### src/rtl/riscv_mmio_gpio.sv
// riscv_mmio_gpio: memory-mapped GPIO with synchronised, optionally debounced inputs and rising-edge interrupts
module riscv_mmio_gpio #(
    parameter int XLEN        = 32,
    parameter int N_OUT       = 8,
    parameter int N_IN        = 8,
    parameter int SYNC_STAGES = 2,
    parameter int DEBOUNCE    = 0
) (
    input  logic              i_clk,
    input  logic              i_rst,
    input  logic              i_sel,
    input  logic [XLEN-1:0]   i_addr,
    input  logic              i_wr_en,
    input  logic [XLEN-1:0]   i_wr_data,
    output logic [XLEN-1:0]   o_rd_data,
    input  logic [N_IN-1:0]   i_in,
    output logic [N_OUT-1:0]  o_out,
    output logic              o_irq
);
    localparam logic [2:0] A_OUT = 3'd0, A_IN = 3'd1, A_EDGE = 3'd2, A_IRQ_EN = 3'd3, A_SET = 3'd4, A_CLR = 3'd5;
    logic [SYNC_STAGES-1:0][N_IN-1:0] sync_q, sync_d;
    logic [N_IN-1:0] sync_s, in_q, in_d, edge_q, edge_d, irq_en_q, irq_en_d, wd_in;
    logic [N_OUT-1:0] out_q, out_d, wd_out;
    logic [2:0] off;
    logic we;
    logic unused_ok;
    assign unused_ok = ^{i_addr, i_wr_data};
    assign sync_d = {sync_q[SYNC_STAGES-2:0], i_in};
    assign sync_s = sync_q[SYNC_STAGES-1];
    generate
        if (DEBOUNCE == 0) begin : g_nodb
            assign in_d = sync_s;
        end else begin : g_db
            localparam int CW = $clog2(DEBOUNCE + 1);
            logic [N_IN-1:0][CW-1:0] cnt_q, cnt_d;
            // a bit must disagree with IN for DEBOUNCE consecutive cycles before it is accepted
            always_comb begin
                in_d  = in_q;
                cnt_d = '0;
                for (int i = 0; i < N_IN; i++) begin
                    if (sync_s[i] != in_q[i]) begin
                        cnt_d[i] = cnt_q[i] + 1'b1;
                        if (cnt_d[i] == CW'(DEBOUNCE)) begin
                            in_d[i]  = sync_s[i];
                            cnt_d[i] = '0;
                        end
                    end
                end
            end
            always_ff @(posedge i_clk) begin
                if (i_rst) cnt_q <= '0;
                else       cnt_q <= cnt_d;
            end
        end
    endgenerate
    always_comb begin
        we       = i_sel & i_wr_en;
        off      = i_addr[4:2];
        wd_out   = i_wr_data[N_OUT-1:0];
        wd_in    = i_wr_data[N_IN-1:0];
        out_d    = !we              ? out_q :
                   off == A_OUT     ? wd_out :
                   off == A_SET     ? out_q | wd_out :
                   off == A_CLR     ? out_q & ~wd_out : out_q;
        irq_en_d = (we && off == A_IRQ_EN) ? wd_in : irq_en_q;
        edge_d   = (edge_q & ~((we && off == A_EDGE) ? wd_in : '0)) | (in_d & ~in_q);
        o_rd_data = !i_sel           ? '0 :
                    off == A_OUT     ? XLEN'(out_q) :
                    off == A_IN      ? XLEN'(in_q) :
                    off == A_EDGE    ? XLEN'(edge_q) :
                    off == A_IRQ_EN  ? XLEN'(irq_en_q) : '0;
    end
    always_ff @(posedge i_clk) begin
        if (i_rst) begin
            sync_q   <= '0;
            in_q     <= '0;
            edge_q   <= '0;
            irq_en_q <= '0;
            out_q    <= '0;
        end else begin
            sync_q   <= sync_d;
            in_q     <= in_d;
            edge_q   <= edge_d;
            irq_en_q <= irq_en_d;
            out_q    <= out_d;
        end
    end
    assign o_out = out_q;
    assign o_irq = |(edge_q & irq_en_q);
endmodule

### config.mk
export PLATFORM = sky130hd
export DESIGN_NAME = riscv_mmio_gpio
export DESIGN_NICKNAME = d
export VERILOG_FILES = /design/src/rtl/riscv_mmio_gpio.sv
export SDC_FILE = /design/constraint.sdc
export NUM_CORES = 1
export LEC_CHECK = 0
export BUFFER_PORTS_ARGS = -buffer_cell sky130_fd_sc_hd__buf_2
export CAP_MARGIN = 5
export CORE_UTILIZATION = 41
export DETAILED_ROUTE_END_ITERATION = 12
export GPL_ROUTABILITY_DRIVEN = 0
export PLACE_DENSITY = 0.84
export SETUP_SLACK_MARGIN = 0.4
export SLEW_MARGIN = 20
export SYNTH_ARGS = -nofsm -noshare
export SYNTH_HDL_FRONTEND = slang
export SYNTH_SLANG_ARGS = --single-unit
### constraint.sdc
create_clock -name i_clk -period 1.2 [get_ports i_clk]
set_input_delay 0.12 -clock i_clk [delete_from_list [all_inputs] [get_ports i_clk]]
set_output_delay 0.12 -clock i_clk [all_outputs]
set_load 0.05 [all_outputs]
==> results of run 1 <==
## layer usage
metal / track usage (%) / vias to the layer above
met2: 37.2 / 170
li1: - / 883
met4: 10.0 / 0
met1: 23.4 / 1012
met3: 4.34 / 55
met5: 0 / -
## placed cells by master (no fill, tap or decap), types with 4 or more instances in the layout
cell type	n
nor2b_4	16
o2bb2ai_1	8
nor3_1	13
mux4_2	8
buf_4	23
conb_1	24
dfxtp_2	10
clkbuf_8	6
nand2_1	8
nor3b_2	8
dfxtp_1	31
dfxtp_4	7
buf_8	13
buf_6	30
a22oi_2	4
a221o_1	8
nor2b_1	25
buf_2	20
nand2b_1	9
inv_1	8
a31o_4	5
## power groups by stage
stage	sequential, mW	combinational, mW	clock (mW)
6_report	1.68	0.788	1.00
5_1_grt	1.69	0.817	1.08
4_1_cts	1.67	0.690	0.993
3_5_place_dp	1.71	0.616	0
3_3_place_gp	1.70	0.605	0
2_1_floorplan	1.75	0.455	0
## worst max-delay path by stage
stage                              end  slack, ns  cells after the start         from
after global placement    o_rd_data[4]      -0.21                      4    i_addr[2]
after floorplan                   flop     -0.003                      5    i_addr[2]
after global routing      o_rd_data[7]      -0.45                      3  irq_en_q[7]
after detailed placement          flop      -0.23                      4    i_addr[3]
final                     o_rd_data[7]      -0.44                      3  irq_en_q[7]
after CTS                 o_rd_data[4]      -0.31                      3         flop
## cell usage after synthesis
cell | number | area share, %
a221o_1 | 8 | 3.6
a22oi_1 | 4 | 1.3
a31o_2 | 5 | 2.0
buf_1 | 1 | 0.17
buf_2 | 2 | 0.45
buf_4 | 25 | 8.4
buf_6 | 2 | 1.0
clkbuf_1 | 4 | 0.67
clkinv_1 | 2 | 0.33
conb_1 | 1 | 0.17
dfxtp_1 | 48 | 43
inv_1 | 8 | 1.3
mux4_1 | 5 | 5.9
mux4_2 | 3 | 3.0
nand2_1 | 8 | 1.3
nand2_2 | 1 | 0.28
nand2b_1 | 9 | 2.5
nand4_1 | 1 | 0.28
nand4b_4 | 1 | 1.1
nor2b_1 | 41 | 11
nor3_1 | 13 | 2.9
nor3b_1 | 8 | 2.7
o211ai_1 | 3 | 1.0
o21a_4 | 1 | 0.67
o21ai_0 | 3 | 0.67
o2bb2ai_1 | 8 | 3.1
o31a_1 | 1 | 0.39
or2_1 | 2 | 0.56
## critical path: stages, from the launching register on
cell and delay, ns:
dfxtp_1 0.37, mux4_2 0.53, nor2b_4 0.16, buf_8 0.14
## area by class of cell
type	instances	area share [%]
clock inverter	1	0.110
tap	70	2.57
inverter	10	1.10
multi-input combinational	149	38.2
timing repair buffer	90	26.1
clock buffer	7	2.53
sequential	48	29.3
## what timing repair did
| item | 4_1_cts | 5_1_grt |
|---|---|---|
| pin swaps | 14 | 8 |
| gates cloned | 0 | 1 |
| endpoints found under the setup margin | 34 | 33 |
| setup buffers | 3 | 7 |
| resized for setup | 85 | 35 |
## through the flow
| step | setup TNS [ns] | instance area [µm²] | total power, mW | setup slack (ns) |
|---|---|---|---|---|
| floorplan | -0.00295 | 2480 | 2.20 | -0.00295 |
| global route | -3.29 | 3410 | 3.59 | -0.453 |
| CTS | -2.66 | 3180 | 3.35 | -0.313 |
| detailed placement | -4.23 | 2810 | 2.32 | -0.229 |
| finish | -3.08 | 3410 | 3.47 | -0.436 |
| global placement | -3.79 | 2810 | 2.31 | -0.213 |
## kinds of logic (layout without fill, tap and decap cells)
kind of cell           after synthesis  count (layout)  share of synthesized area, %
AO/OA/AOI/OAI                       33              33                          12.7
AND/OR/NAND/NOR                     84              84                          23.0
multiplexers                         8               8                          8.87
other                                1              24                         0.167
buffers and inverters               44             108                          12.3
flip-flops                          48              48                          42.9
==> out/metrics.csv, run 1 <==
stage,metric,value,unit
min_path,worstHoldEndpoint,sync_d[9],
grt,grt_remaining_overflow,0,
clock_network,clkLatencyLatePin,0.31,ns
critical_path,rr_worst_depth,4,
power_and_ir_drop,internal-power,2.42,mW
drt,vias,2120,
clock_network,clock_tree.root_cell,clkbuf_8,
clock_network,cts-htree-levels,2,
clock_network,cts_max_path_buffers,2,
clock_network,cts.sinks,48,
sta,period_share,136,%
power_and_ir_drop,power.density,1020,nW/µm²
drt,wirelength,7780,µm
finish,instances_no_fill,375,
clock_network,cts_tree,done,
finish,nets,380,
sta,final-setup-viol-count,9,
critical_path,worstPathArrival,1.52,ns
power_and_ir_drop,clockPowerShare,28.9,%
placement,placedCellCount,356,
yosys,syn-instance-count,218,
flow_run,maxCapViolations,0,
drt,ant_nets,0,
sta,skew,0.0170,ns
floorplan,die_w,76.0,µm
floorplan,core,5170,µm²
yosys,yosys_warnings,0,
grt,grt_pass1_vias,1933,
power_and_ir_drop,p_sw_share,30.3,%
floorplan,die_y,76.0,µm
finish,areaGrowthSynthToFinish,52.0,%
yosys,synth_cell_types,28,
critical_path,cp_max_fo,2,
clock_network,numCtsBuffers,5,
sta,grt_setup_unrepaired,true,
finish,seq_area,1000,µm²
floorplan,num_rows,26,
drt,met3_wirelength,803,µm
drt,drt-initial-drc-count,250,
clock_network,cts_hold_buf,0,
min_path,hold_path.class,input pin to flop,
finish,multiInputGateArea,1300,µm²
yosys,yosysSeqAreaShare,42.9,%
critical_path,criticalPathCategory,flop to output pin,
power_and_ir_drop,leakage,1.37,nW
sta,finalMaxSlewViolations,0,
placement,io_buffers,39,
critical_path,worst_setup_path_end_kind,output pin,
grt,grt_max_degree,33,
power_and_ir_drop,peakVddDrop,0.000488,V
sta,fmax,611,MHz
sta,hold_slack,0.0209,ns
yosys,synth_area,2240,µm²
grt,grt_pass1_wl,9450,µm
power_and_ir_drop,combPwrFrac,22.7,%
finish,antennaDiodeCount,0,
finish,fillers,343,
floorplan,ios,117,
sta,hold_viol,0,
drt,dr_wl_met2,3840,µm
finish,final_util,65.9,%
drt,avgRoutedWirePerCell,20.8,µm
floorplan,dieArea,5770,µm²
floorplan,start_util,43.3,%
critical_path,worstPathRequired,1.08,ns
power_and_ir_drop,seqPwrFrac,48.4,%
min_path,hp-start,i_in[1],
critical_path,regToRegSetupSlack,0.07,ns
yosys,avgSynthCellArea,10.3,µm²
sta,min_period,1.64,ns
status,status,"finished, violations left",
finish,drive_gt1_share,52.1,%
drt,drt-met1-wl,2710,µm
drt,firstDrtPassIters,4,
drt,drc,0,
grt,antenna_found_initial,0,
grt,grt_usage,20.8,%
clock_network,cts.clk_slew.worst_paths,0.10,ns
sta,fin_ws,-0.436,ns
min_path,whs_path_depth,2,
drt,via_per_inst,5.65,
placement,dp_hpwl,3690,µm
status,violations,negative setup slack,
drt,routed.top_layer,met4,
power_and_ir_drop,switching_power,1.05,mW
critical_path,worst_setup_path_start_kind,flop,
yosys,ys_ff_latch,48,
Power figures use the tool's default switching activity.
==> run 2, diff against run 1 <==
PLACE_DENSITY = 0.77   (was 0.84)
SKIP_LAST_GASP = 1   (was not set)
==> run 2 against run 1 <==
  * The flow still finishes with violations (negative setup slack)
  * Combinational power shrank 4.8%
  * Sequential power barely moved
  * Routed wire length is 21% lower
  * Sequential share of layout area up 0.49 points
  * Critical path depth unchanged
  * Register-to-register slack got worse by 0.02 ns
==> out/metrics.csv, run 2 (synthesis gave the netlist of run 1 again) <==
stage,metric,value,unit,change
grt,grt_pass1_vias,1935,,+0.10%
critical_path,criticalPathCategory,flop to output pin,,
placement,io_buffers,39,,unchanged
drt,wirelength,6150,µm,-21%
drt,via_per_inst,5.06,,-11%
sta,fmax,657,MHz,+7.5%
grt,antenna_found_initial,0,,unchanged
clock_network,cts.clk_slew.worst_paths,0.09,ns,about the same
drt,drt-initial-drc-count,145,,-42%
sta,min_period,1.52,ns,-0.114 ns
status,violations,negative setup slack,,
floorplan,start_util,43.3,%,unchanged
clock_network,cts_max_path_buffers,2,,unchanged
drt,met3_wirelength,370,µm,-54%
grt,grt_usage,21.2,%,+0.43 points
power_and_ir_drop,peakVddDrop,0.000597,V,+22%
critical_path,path_buf_inv,1,,unchanged
critical_path,cp_top_family,multiplexers,,
clock_network,cts_tree,done,,
drt,ant_nets,0,,unchanged
power_and_ir_drop,switching_power,0.993,mW,-5.8%
finish,nets,381,,+0.26%
power_and_ir_drop,clockPowerShare,27.6,%,-1.3 points
finish,final_cell_mix,"35 x dfxtp_1, 30 x buf_6, 28 x nor2b_1, 28 x buf_4, 24 x conb_1",,
sta,fin_ws,-0.323,ns,+0.114 ns
sta,finalMaxSlewViolations,0,,unchanged
clock_network,numCtsBuffers,5,,unchanged
finish,fillers,391,,+14%
drt,avgRoutedWirePerCell,16.4,µm,-21%
clock_network,cts.sinks,48,,unchanged
finish,areaGrowthSynthToFinish,48.7,%,
grt,grt_pass1_wl,9410,µm,-0.37%
flow_run,maxCapViolations,0,,unchanged
critical_path,regToRegSetupSlack,0.05,ns,-0.02 ns
finish,drive_gt1_share,50.0,%,-2.1 points
floorplan,die_w,76.0,µm,unchanged
grt,grt_remaining_overflow,0,,unchanged
sta,hold_viol,0,,unchanged
drt,drc,0,,unchanged
sta,hold_slack,0.0255,ns,+0.00459 ns
clock_network,clkLatencyLatePin,0.30,ns,about the same
sta,tns,-2.71,ns,+0.367 ns
critical_path,worst_setup_path_start_kind,flop,,
critical_path,cp_max_fo,2,,unchanged
placement,dp_hpwl,3830,µm,+3.6%
drt,drt-met1-wl,2400,µm,-11%
power_and_ir_drop,finalPower,3.35,mW,-3.6%
power_and_ir_drop,seqPwrFrac,50.0,%,+1.6 points
clock_network,clock_tree.root_cell,clkbuf_8,,
critical_path,worstPathArrival,1.40,ns,-0.12 ns
min_path,hold_path.class,input pin to flop,,
drt,routed.top_layer,met4,,
finish,final_util,64.5,%,-1.4 points
sta,skew,0.00612,ns,-0.0109 ns
floorplan,core,5170,µm²,unchanged
floorplan,dieArea,5770,µm²,unchanged
drt,dr_wl_met2,3100,µm,-19%
critical_path,worst_setup_path_end_kind,output pin,,
critical_path,crit_chain,"mux4_2, nor2b_4, buf_8",,
critical_path,slowest_delay,0.46,ns,-0.07 ns
clock_network,cts-htree-levels,2,,unchanged
finish,antennaDiodeCount,0,,unchanged
sta,final-setup-viol-count,9,,unchanged
power_and_ir_drop,p_sw_share,29.7,%,-0.67 points
min_path,hp-start,i_in[0],,
floorplan,ios,117,,unchanged
critical_path,rr_worst_depth,4,,unchanged
placement,place_ws,-0.261,ns,-0.0315 ns
floorplan,die_y,76.0,µm,unchanged
power_and_ir_drop,combPwrFrac,22.4,%,-0.3 points
sta,grt_setup_unrepaired,true,,
power_and_ir_drop,internal-power,2.35,mW,-2.7%
grt,grt_max_degree,33,,unchanged
drt,vias,1901,,-10%
sta,period_share,127,%,-9.5 points
finish,layout_commonest_cell,dfxtp_1,,
status,status,"finished, violations left",,
min_path,whs_path_depth,2,,unchanged
floorplan,num_rows,26,,unchanged
min_path,worstHoldEndpoint,sync_d[8],,
drt,firstDrtPassIters,4,,unchanged
power_and_ir_drop,leakage,1.35,nW,-1.0%
power_and_ir_drop,power.density,1000,nW/µm²,-1.5%
critical_path,worstPathRequired,1.08,ns,about the same
critical_path,crit_slowest_cell,mux4_2,,
run 2: power groups by stage:
stage / Sequential (mW) / Combinational [mW] / Clock [mW]
finish: 1.67 / 0.750 / 0.923
global route: 1.68 / 0.788 / 1.02
CTS: 1.67 / 0.689 / 0.935
detailed placement: 1.71 / 0.616 / 0
global placement: 1.70 / 0.605 / 0
floorplan: 1.75 / 0.455 / 0
run 2: layout make-up:
cell class	count	area, µm²	area share [%]
inverter	10	40.0	1.20
sequential	48	995	29.8
timing repair buffer	91	853	25.6
clock inverter	1	3.75	0.113
multi-input combinational	149	1280	38.3
tap	70	87.6	2.63
clock buffer	7	76.3	2.29
run 2: worst max-delay path by stage:
stage	slack, ns	end	from	cells past startpoint
final	-0.32	o_rd_data[7]	flop	3
after floorplan	-0.003	flop	i_addr[2]	5
after global placement	-0.21	flop	i_addr[2]	5
after CTS	-0.31	o_rd_data[1]	irq_en_q[1]	3
after detailed placement	-0.26	flop	i_addr[2]	5
after global routing	-0.36	o_rd_data[7]	flop	3
run 2: routing by layer:
layer  track usage, %  vias up
met5                0        -
met4             11.3        0
met1             23.7      897
li1                 -      887
met2             37.5       91
met3             4.46       26
run 2: timing repair:
item,CTS,global route
hold buffers,0,0
gates resized for setup,72,34
pin swaps,12,12
buffers inserted,5,7
endpoints found under the setup margin,34,33
run 2: metrics by stage:
stage | instance area, µm² | instances
2_1_floorplan | 2480 | 241
5_1_grt | 3330 | 376
4_1_cts | 3150 | 369
6_report | 3330 | 376
3_5_place_dp | 2810 | 356
3_3_place_gp | 2810 | 356
